<file path="src/rtl/dff_bank_arbiter.sv">
`default_nettype none
// ============================================================================
// Module   : dff_bank_arbiter
// Purpose  : Round-robin arbiter and write sequencer for a single-write-port
//            register bank built from master-slave D flip-flops. One requester
//            is granted at a time. The captured word is written with a
//            one-cycle WE pulse. WDATA/GNT are then held for a settle window
//            so both latch stages propagate, and the transaction closes with
//            a one-cycle ACK to the granted requester.
// Ports    : CLK   - clock, all state changes on the rising edge
//            RST   - synchronous active-high reset
//            REQ   - per-requester request level (bit i = requester i)
//            DIN   - packed requester data, slice i = DIN[i*WIDTH +: WIDTH]
//            GNT   - one-hot grant (registered)
//            WE    - bank write enable, single-cycle pulse (registered)
//            WDATA - word driven to the bank D inputs (registered)
//            ACK   - one-hot, single-cycle completion pulse (registered)
//            BUSY  - transaction in progress (registered)
// Revision : 1.0 - initial release
// ============================================================================
module dff_bank_arbiter #(
    parameter int N_REQ      = 4,
    parameter int WIDTH      = 8,
    parameter int SETTLE_CYC = 2
) (
    input  logic                   CLK,
    input  logic                   RST,
    input  logic [N_REQ-1:0]       REQ,
    input  logic [N_REQ*WIDTH-1:0] DIN,
    output logic [N_REQ-1:0]       GNT,
    output logic                   WE,
    output logic [WIDTH-1:0]       WDATA,
    output logic [N_REQ-1:0]       ACK,
    output logic                   BUSY
);

    // ------------------------------------------------------------------------
    // Constants
    // ------------------------------------------------------------------------
    localparam int c_ptr_w = $clog2(N_REQ);
    // One extra bit so ptr + offset cannot overflow before the modulo fold.
    localparam int c_sum_w = c_ptr_w + 1;

    localparam logic [1:0] c_st_idle   = 2'd0;
    localparam logic [1:0] c_st_write  = 2'd1;
    localparam logic [1:0] c_st_settle = 2'd2;
    localparam logic [1:0] c_st_done   = 2'd3;

    localparam logic [N_REQ-1:0]   c_one_hot0    = N_REQ'(1);
    localparam logic [3:0]         c_settle_init = 4'(SETTLE_CYC - 1);
    localparam logic [c_ptr_w-1:0] c_last_idx    = c_ptr_w'(N_REQ - 1);
    localparam logic [c_sum_w-1:0] c_n_req_sum   = c_sum_w'(N_REQ);

    // ------------------------------------------------------------------------
    // Registered state
    // ------------------------------------------------------------------------
    logic [1:0]         r_state;
    logic [c_ptr_w-1:0] r_ptr;     // highest-priority requester
    logic [c_ptr_w-1:0] r_sel;     // index of the requester being served
    logic [3:0]         r_cnt;     // settle countdown
    logic [N_REQ-1:0]   r_gnt;
    logic               r_we;
    logic [WIDTH-1:0]   r_wdata;
    logic [N_REQ-1:0]   r_ack;
    logic               r_busy;

    // ------------------------------------------------------------------------
    // Next-state values
    // ------------------------------------------------------------------------
    logic [1:0]         w_state_nxt;
    logic [c_ptr_w-1:0] w_ptr_nxt;
    logic [c_ptr_w-1:0] w_sel_nxt;
    logic [3:0]         w_cnt_nxt;
    logic [N_REQ-1:0]   w_gnt_nxt;
    logic               w_we_nxt;
    logic [WIDTH-1:0]   w_wdata_nxt;
    logic [N_REQ-1:0]   w_ack_nxt;
    logic               w_busy_nxt;

    // ------------------------------------------------------------------------
    // Round-robin pick
    // ------------------------------------------------------------------------
    logic [WIDTH-1:0]   w_din [N_REQ];
    logic               w_found;
    logic [c_ptr_w-1:0] w_pick;
    logic [c_sum_w-1:0] w_sum;

    genvar gi;
    generate
        for (gi = 0; gi < N_REQ; gi++) begin : g_din_unpack
            assign w_din[gi] = DIN[gi*WIDTH +: WIDTH];
        end
    endgenerate

    // Scan ptr, ptr+1, ... wrapping modulo N_REQ; the first set request wins.
    // The fold is a single subtract because ptr + offset < 2*N_REQ.
    always_comb begin
        w_found = 1'b0;
        w_pick  = '0;
        w_sum   = '0;
        for (int k = 0; k < N_REQ; k++) begin
            w_sum = {1'b0, r_ptr} + c_sum_w'(k);
            if (w_sum >= c_n_req_sum) begin
                w_sum = w_sum - c_n_req_sum;
            end
            if (!w_found && REQ[w_sum[c_ptr_w-1:0]]) begin
                w_found = 1'b1;
                w_pick  = w_sum[c_ptr_w-1:0];
            end
        end
    end

    // ------------------------------------------------------------------------
    // FSM: next-state and next-output logic
    // ------------------------------------------------------------------------
    // WE and ACK default to 0, which makes them single-cycle pulses. WDATA
    // defaults to its held value so the bank D inputs stay stable between
    // transactions.
    always_comb begin
        w_state_nxt = r_state;
        w_ptr_nxt   = r_ptr;
        w_sel_nxt   = r_sel;
        w_cnt_nxt   = r_cnt;
        w_gnt_nxt   = r_gnt;
        w_we_nxt    = 1'b0;
        w_wdata_nxt = r_wdata;
        w_ack_nxt   = '0;
        w_busy_nxt  = r_busy;

        case (r_state)
            c_st_idle: begin
                if (w_found) begin
                    // DIN is sampled only here; later changes cannot reach WDATA.
                    w_state_nxt = c_st_write;
                    w_sel_nxt   = w_pick;
                    w_gnt_nxt   = c_one_hot0 << w_pick;
                    w_we_nxt    = 1'b1;
                    w_wdata_nxt = w_din[w_pick];
                    w_busy_nxt  = 1'b1;
                end
            end

            c_st_write: begin
                w_state_nxt = c_st_settle;
                w_cnt_nxt   = c_settle_init;
            end

            c_st_settle: begin
                // The counter is loaded with SETTLE_CYC-1 and the exit happens
                // on zero, so this state lasts exactly SETTLE_CYC cycles.
                if (r_cnt == 4'd0) begin
                    w_state_nxt = c_st_done;
                    w_ack_nxt   = r_gnt;
                end else begin
                    w_cnt_nxt = r_cnt - 4'd1;
                end
            end

            c_st_done: begin
                // A mandatory IDLE cycle follows, so a requester that keeps
                // REQ high competes again under the advanced pointer.
                w_state_nxt = c_st_idle;
                w_gnt_nxt   = '0;
                w_busy_nxt  = 1'b0;
                w_ptr_nxt   = (r_sel == c_last_idx) ? '0 : r_sel + c_ptr_w'(1);
            end

            default: begin
                w_state_nxt = c_st_idle;
                w_gnt_nxt   = '0;
                w_busy_nxt  = 1'b0;
            end
        endcase
    end

    // ------------------------------------------------------------------------
    // FSM: state register
    // ------------------------------------------------------------------------
    // Reset clears everything, including an in-flight transaction. That
    // transaction is abandoned without an ACK.
    always_ff @(posedge CLK) begin
        if (RST) begin
            r_state <= c_st_idle;
            r_ptr   <= '0;
            r_sel   <= '0;
            r_cnt   <= '0;
            r_gnt   <= '0;
            r_we    <= 1'b0;
            r_wdata <= '0;
            r_ack   <= '0;
            r_busy  <= 1'b0;
        end else begin
            r_state <= w_state_nxt;
            r_ptr   <= w_ptr_nxt;
            r_sel   <= w_sel_nxt;
            r_cnt   <= w_cnt_nxt;
            r_gnt   <= w_gnt_nxt;
            r_we    <= w_we_nxt;
            r_wdata <= w_wdata_nxt;
            r_ack   <= w_ack_nxt;
            r_busy  <= w_busy_nxt;
        end
    end

    // ------------------------------------------------------------------------
    // Outputs
    // ------------------------------------------------------------------------
    assign GNT   = r_gnt;
    assign WE    = r_we;
    assign WDATA = r_wdata;
    assign ACK   = r_ack;
    assign BUSY  = r_busy;

endmodule
`default_nettype wire
</file>
<file path="config.mk">
export PLATFORM = sky130hd
export DESIGN_NAME = dff_bank_arbiter
export DESIGN_NICKNAME = d
export VERILOG_FILES = /design/src/rtl/dff_bank_arbiter.sv
export SDC_FILE = /design/constraint.sdc
export NUM_CORES = 1
export LEC_CHECK = 0
export ABC_AREA = 1
export BUFFER_PORTS_ARGS = -buffer_cell sky130_fd_sc_hd__clkbuf_2
export CAP_MARGIN = 40
export CORE_ASPECT_RATIO = 0.8
export CORE_UTILIZATION = 36
export CTS_CLUSTER_SIZE = 16
export DETAILED_ROUTE_END_ITERATION = 6
export PLACE_DENSITY = 0.62
export RECOVER_POWER = 25
export SKIP_CTS_REPAIR_TIMING = 1
export SLEW_MARGIN = 20
export SYNTH_ARGS = -nofsm -noshare
export SYNTH_HDL_FRONTEND = slang
export SYNTH_SLANG_ARGS = --single-unit
</file>
<file path="constraint.sdc">
create_clock -name CLK -period 2.1 [get_ports CLK]
set_input_delay 0.21 -clock CLK [delete_from_list [all_inputs] [get_ports CLK]]
set_output_delay 0.21 -clock CLK [all_outputs]
set_load 0.02 [all_outputs]
</file>
# Word level (Yosys, flattened, before mapping)
# Index checks and enable logic that the tools add are counted.
[word_totals] reg_bits=28 elab_cells=89 out_inout_bits=18 input_bits=38
[op_classes] n_reduce_logical=16 muxes=34 shift=1 order_cmp=9 eq_ne=7 n_addsub=9 bitwise=4
[ops] op="2-to-1 mux 2 bit" count=11
[ops] op="binary-select mux 8 bit (select 2 bit)" count=1
[ops] op="2-to-1 mux 8 bit" count=2
[ops] op="one-hot mux 4 bit (2 select lines)" count=2
[ops] op="greater-or-equal comparator 3 bit (second input constant)" count=4
[ops] op="less-than comparator 2 x 3 -> 1 bit (second input constant)" count=4
[ops] op="2-to-1 mux 1 bit" count=10
[ops] op="binary-select mux 1 bit (select 2 bit)" count=4
[ops] op="2-to-1 mux 4 bit" count=2
[ops] op="one-hot mux 2 bit (4 select lines)" count=1
[ops] op="AND reduction 2 bit" count=4
[ops] op="subtractor 2 x 1 -> 2 bit (second input constant)" count=4
[ops] op="adder 2 x 2 -> 3 bit (second input constant)" count=2
[ops] op="== test 2 bit (second input constant)" count=3
[ops] op="inequality test 2 bit (second input constant)" count=3
[ops] op="logical NOT 4 bit" count=1
[ops] op="nonzero test 2 bit" count=2
[ops] op="<< shifter 1 x 2 -> 4 bit (first input constant)" count=1
[ops] op="subtractor 4 x 1 -> 4 bit (second input constant)" count=1
[ops] op="adder 2 x 1 -> 3 bit (second input constant)" count=1
[ops] op="greater-or-equal comparator 2 x 3 -> 1 bit (second input constant)" count=1
[ops] op="logical AND 1 bit" count=3
[ops] op="logical NOT 1 bit" count=3
[ops] op="inverter 1 bit" count=3
[ops] op="7 further kinds" count=7

# Longest topological paths before layout
[logic_depth] word_depth=18 depth_mapped=16 mapped_depth_nobuf=14

# Least setup slack after synthesis
# OpenSTA, ideal clock, no wires.
[synth_path] path_type="register to register" startpoint="reg r_ptr[0]" endpoint="reg r_wdata[6] (netlist: WDATA[6])" stages_incl_launch_ff=16 setup_time_ps=109 required_ps=1991 arrival_ps=1531 path_slack_ps=460 period_less_slack_ps=1640 n_path_buf=2 cell_sequence="dfxtp_1 buf_4 nand2_1 o21ai_1 nand2_1 nand2_1 nand2_1 nand2_4 nand2_4 nand2_2 buf_6 nand2_1 nand3_1 nand3_1 nand2_1 inv_1"
[synth_via] elab_chain_len=18 word_cells_on_any_way=42 classes_between="add/sub: 7; order compare: 4; mux: 23; bitwise: 1; reduce/logical: 7"
[synth_rtl] element="from (decl)" line="58" text="logic [c_ptr_w-1:0] r_ptr;"
[synth_rtl] element="from (signal assigned)" line="194" text="r_ptr <= w_ptr_nxt;"
[synth_rtl] element="branches (longest 18 deep; another with adder 2 x 1 -> 3 bit)"
[synth_rtl] element="to (signal assigned)" line="199" text="r_wdata <= w_wdata_nxt;"
[synth_rtl] element="to (decl)" line="63" text="logic [WIDTH-1:0] r_wdata;"
# Several ways; the timed one is not identified. The select of a mux whose other input is x is not followed.
# A chain may end at the register's enable or synchronous reset.

# Worst setup path in the final report
[layout_path] startpoint="reg r_ptr[0]" endpoint="reg r_wdata[7] (netlist: WDATA[7])"
# The elaborated chain is that of the path after synthesis.

==> reports/qor.yml <==
outcome:
  status: "finished clean"
layout:
  stdcell_count: 417
  drive_above_1_share: 0.192
  diodes: 0
  syn_to_final_growth_pct: 18.7
  mostFrequentLayoutCells: "nand2_1, inv_1, nand3_1, clkbuf_2, dfxtp_1"
  layout.nets: 401
  final_common_cell: "nand2_1"
timing:
  drv_slew: 0
  finalCriticalPeriod_ps: 1880
  tns_ps: 0
  timing.fmax_mhz: 531
  finalHoldViolations: 0
  setup_viol_count_final: 0
  slew_headroom: 0.616
  grt_setup_unrepaired: "false"
  clock_skew_ps: 4.39
  fin_crit_sh: 0.897
  worst_pin_slew_ps: 569
placement:
  dp_hpwl_mm: 3.51
  io_buffers: 55
  dp_cells: 413
  place.gp.congestion: 0.938
yosys:
  syn-num-nets: 349
  ys_warn_count: 0
  synth_seq_area_share: 0.300
  avgSynthCellArea_um2: 6.15
  ys_ff_latch: 28
  syn_inst: 304
  synth.cell_area_um2: 1870
  yosysUniqueCellTypes: 25
global_route:
  gr-usage-all-layers: 0.177
  antenna_found_initial: 0
  grt_pass1_wl_mm: 7.42
  grt_max_degree: 26
  gr-total-overflow: 0
  grt_pass1_vias: 1682
clock_tree:
  cts.sinks: 28
  path_clk_slew_ps: 90
  htreeDepth: 1
  clock_latency_ps: 270
  clockBufferDepth: 2
  cts_tree: "yes"
  cts_root_buf: "clkbuf_8"
  cts_buffers: 3
route:
  drc: 0
  vias: 1923
  initialDrtViolationCount: 117
  wl_per_cell_um: 10.7
  drtAntennaViolNets: 0
  vias_per_cell: 4.61
  drt_wl_total_mm: 4.46
  firstDrtPassIters: 5
worst_hold_path:
  hp-class: "in2reg"
floorplanning:
  io_pins: 56
  fp.dieH_um: 66.5
  core-area_um2: 5010
  die_x_um: 82.6
  rows: 23
  start_util: 0.374
  dieArea_um2: 5490
pwr:
  vdd.ir_drop.worst_v: 0.000553
  power_leakage_nw: 1.25
  powerDensity_nw_per_um2: 1270
critical_path:
  cp_common_cell: "nand2_1"
  crit_path_end_kind: "register"
  arrival_ps: 2060
  cp.required_ps: 2280
  crit_family: "simple AND/OR/NAND/NOR gates"
  path_cells: "inv_2, nand2_1, nand2_1, nand2_1, nand2_2, nand2_1, nand2_4, nand2_4, nand2_4, nand2_1, nand3_1, nand3_1, nand2_1, inv_1"
  critPathSlowestCell: "dfxtp_2"
  critPathMaxFanout: 17
  cp_num_buf_inv: 2
  path_class: "reg2reg"
  startpoint_type: "register"
  cp_slowest_stage_delay_ps: 360
job:
  max-cap-violations: 0
-- sequential cells by signal, summed over array words and instances (netlist names) --
register,count
GNT,4
ACK,4
r_ptr,2
r_sel,2
r_state,2
BUSY,1
r_cnt,4
WDATA,8
WE,1
-- metal layers --
metal / part of all wire / GRT usage / vias to the layer above
li1: - / - / 1049
met1: 0.51 / 0.250 / 805
met2: 0.42 / 0.277 / 65
met3: 0.058 / 0.0370 / 4
met4: 0.0052 / 0.0323 / 0
met5: 0 / 0 / -
-- Yosys cell counts --
library cell	n	area [um2]
nand2_4	2	22.5
o21ai_1	3	15.0
o31a_1	1	8.76
nor2_1	26	97.6
nand2_1	68	255
buf_2	5	25.0
a21oi_1	15	75.1
clkbuf_1	2	7.51
o21ai_0	8	40.0
inv_1	60	225
nand4_2	1	12.5
nand4_1	5	31.3
nor2_2	2	12.5
buf_4	1	7.51
or2_2	1	6.26
inv_2	4	15.0
buf_6	3	33.8
dfxtp_1	28	561
nand2_2	3	18.8
nand3_1	53	265
nor3_1	2	10.0
nand3_2	2	20.0
o211ai_1	1	7.51
ha_1	7	87.6
o211a_1	1	10.0
-- tightest hold or removal path: stages --
cell	delay (ps)
clkbuf_2	80
inv_1	30
nand2_1	50
nand3_1	60
nand3_1	60
nand2_1	40
inv_1	40
-- layout make-up --
class	instances	area (um2)
fillers	554	2790
multi-input cells	201	1000
flip-flops and latches	28	562
repair buffers	58	285
inverters	64	240
well taps	62	77.6
clock buffers	4	55.1
-- stage by stage --
| stage | hold WS, ps | setup WS (ps) | area, um2 | util | power [mW] |
|---|---|---|---|---|---|
| 4_1_cts | 321 | 103 | 2230 | 0.445 | 2.86 |
| 3_5_place_dp | 450 | 133 | 2170 | 0.434 | 2.52 |
| 3_3_place_gp | 446 | 186 | 2170 | 0.434 | 2.50 |
| 2_1_floorplan | 446 | 460 | 1870 | - | 2.16 |
| 5_1_grt | 359 | 4.17 | 2220 | 0.444 | 3.14 |
| 6_report | 325 | 217 | 2220 | 0.444 | 2.83 |
-- cells by family (layout without fill, tap and decap cells) --
family,after synthesis,after routing,share of synthesized area
buf+inv,75,126,0.168
simple gates,165,165,0.402
flops,28,28,0.300
compound gates,29,29,0.0836
fa+ha+maj,7,7,0.0468
-- final timing paths --
check,start,endpoint,slack [ps],cells past startpoint
worst min-delay path,DIN[12],WDATA[4]$_SDFFE_PP0P_,320,7
worst min register to register,GNT[2]$_SDFFE_PP0P_,ACK[2]$_SDFF_PP0_,460,2
worst max register to register,r_ptr[0]$_SDFFE_PP0P_,WDATA[7]$_SDFFE_PP0P_,220,14
worst max-delay path,r_ptr[0]$_SDFFE_PP0P_,WDATA[7]$_SDFFE_PP0P_,220,14
-- power breakdown --
group	internal, mW	switching (mW)	total [mW]
sequential	0.729	0.134	0.863
combinational	0.538	1.10	1.64
clock	0.168	0.163	0.331
Note: power is estimated with default switching activity, not from simulation.
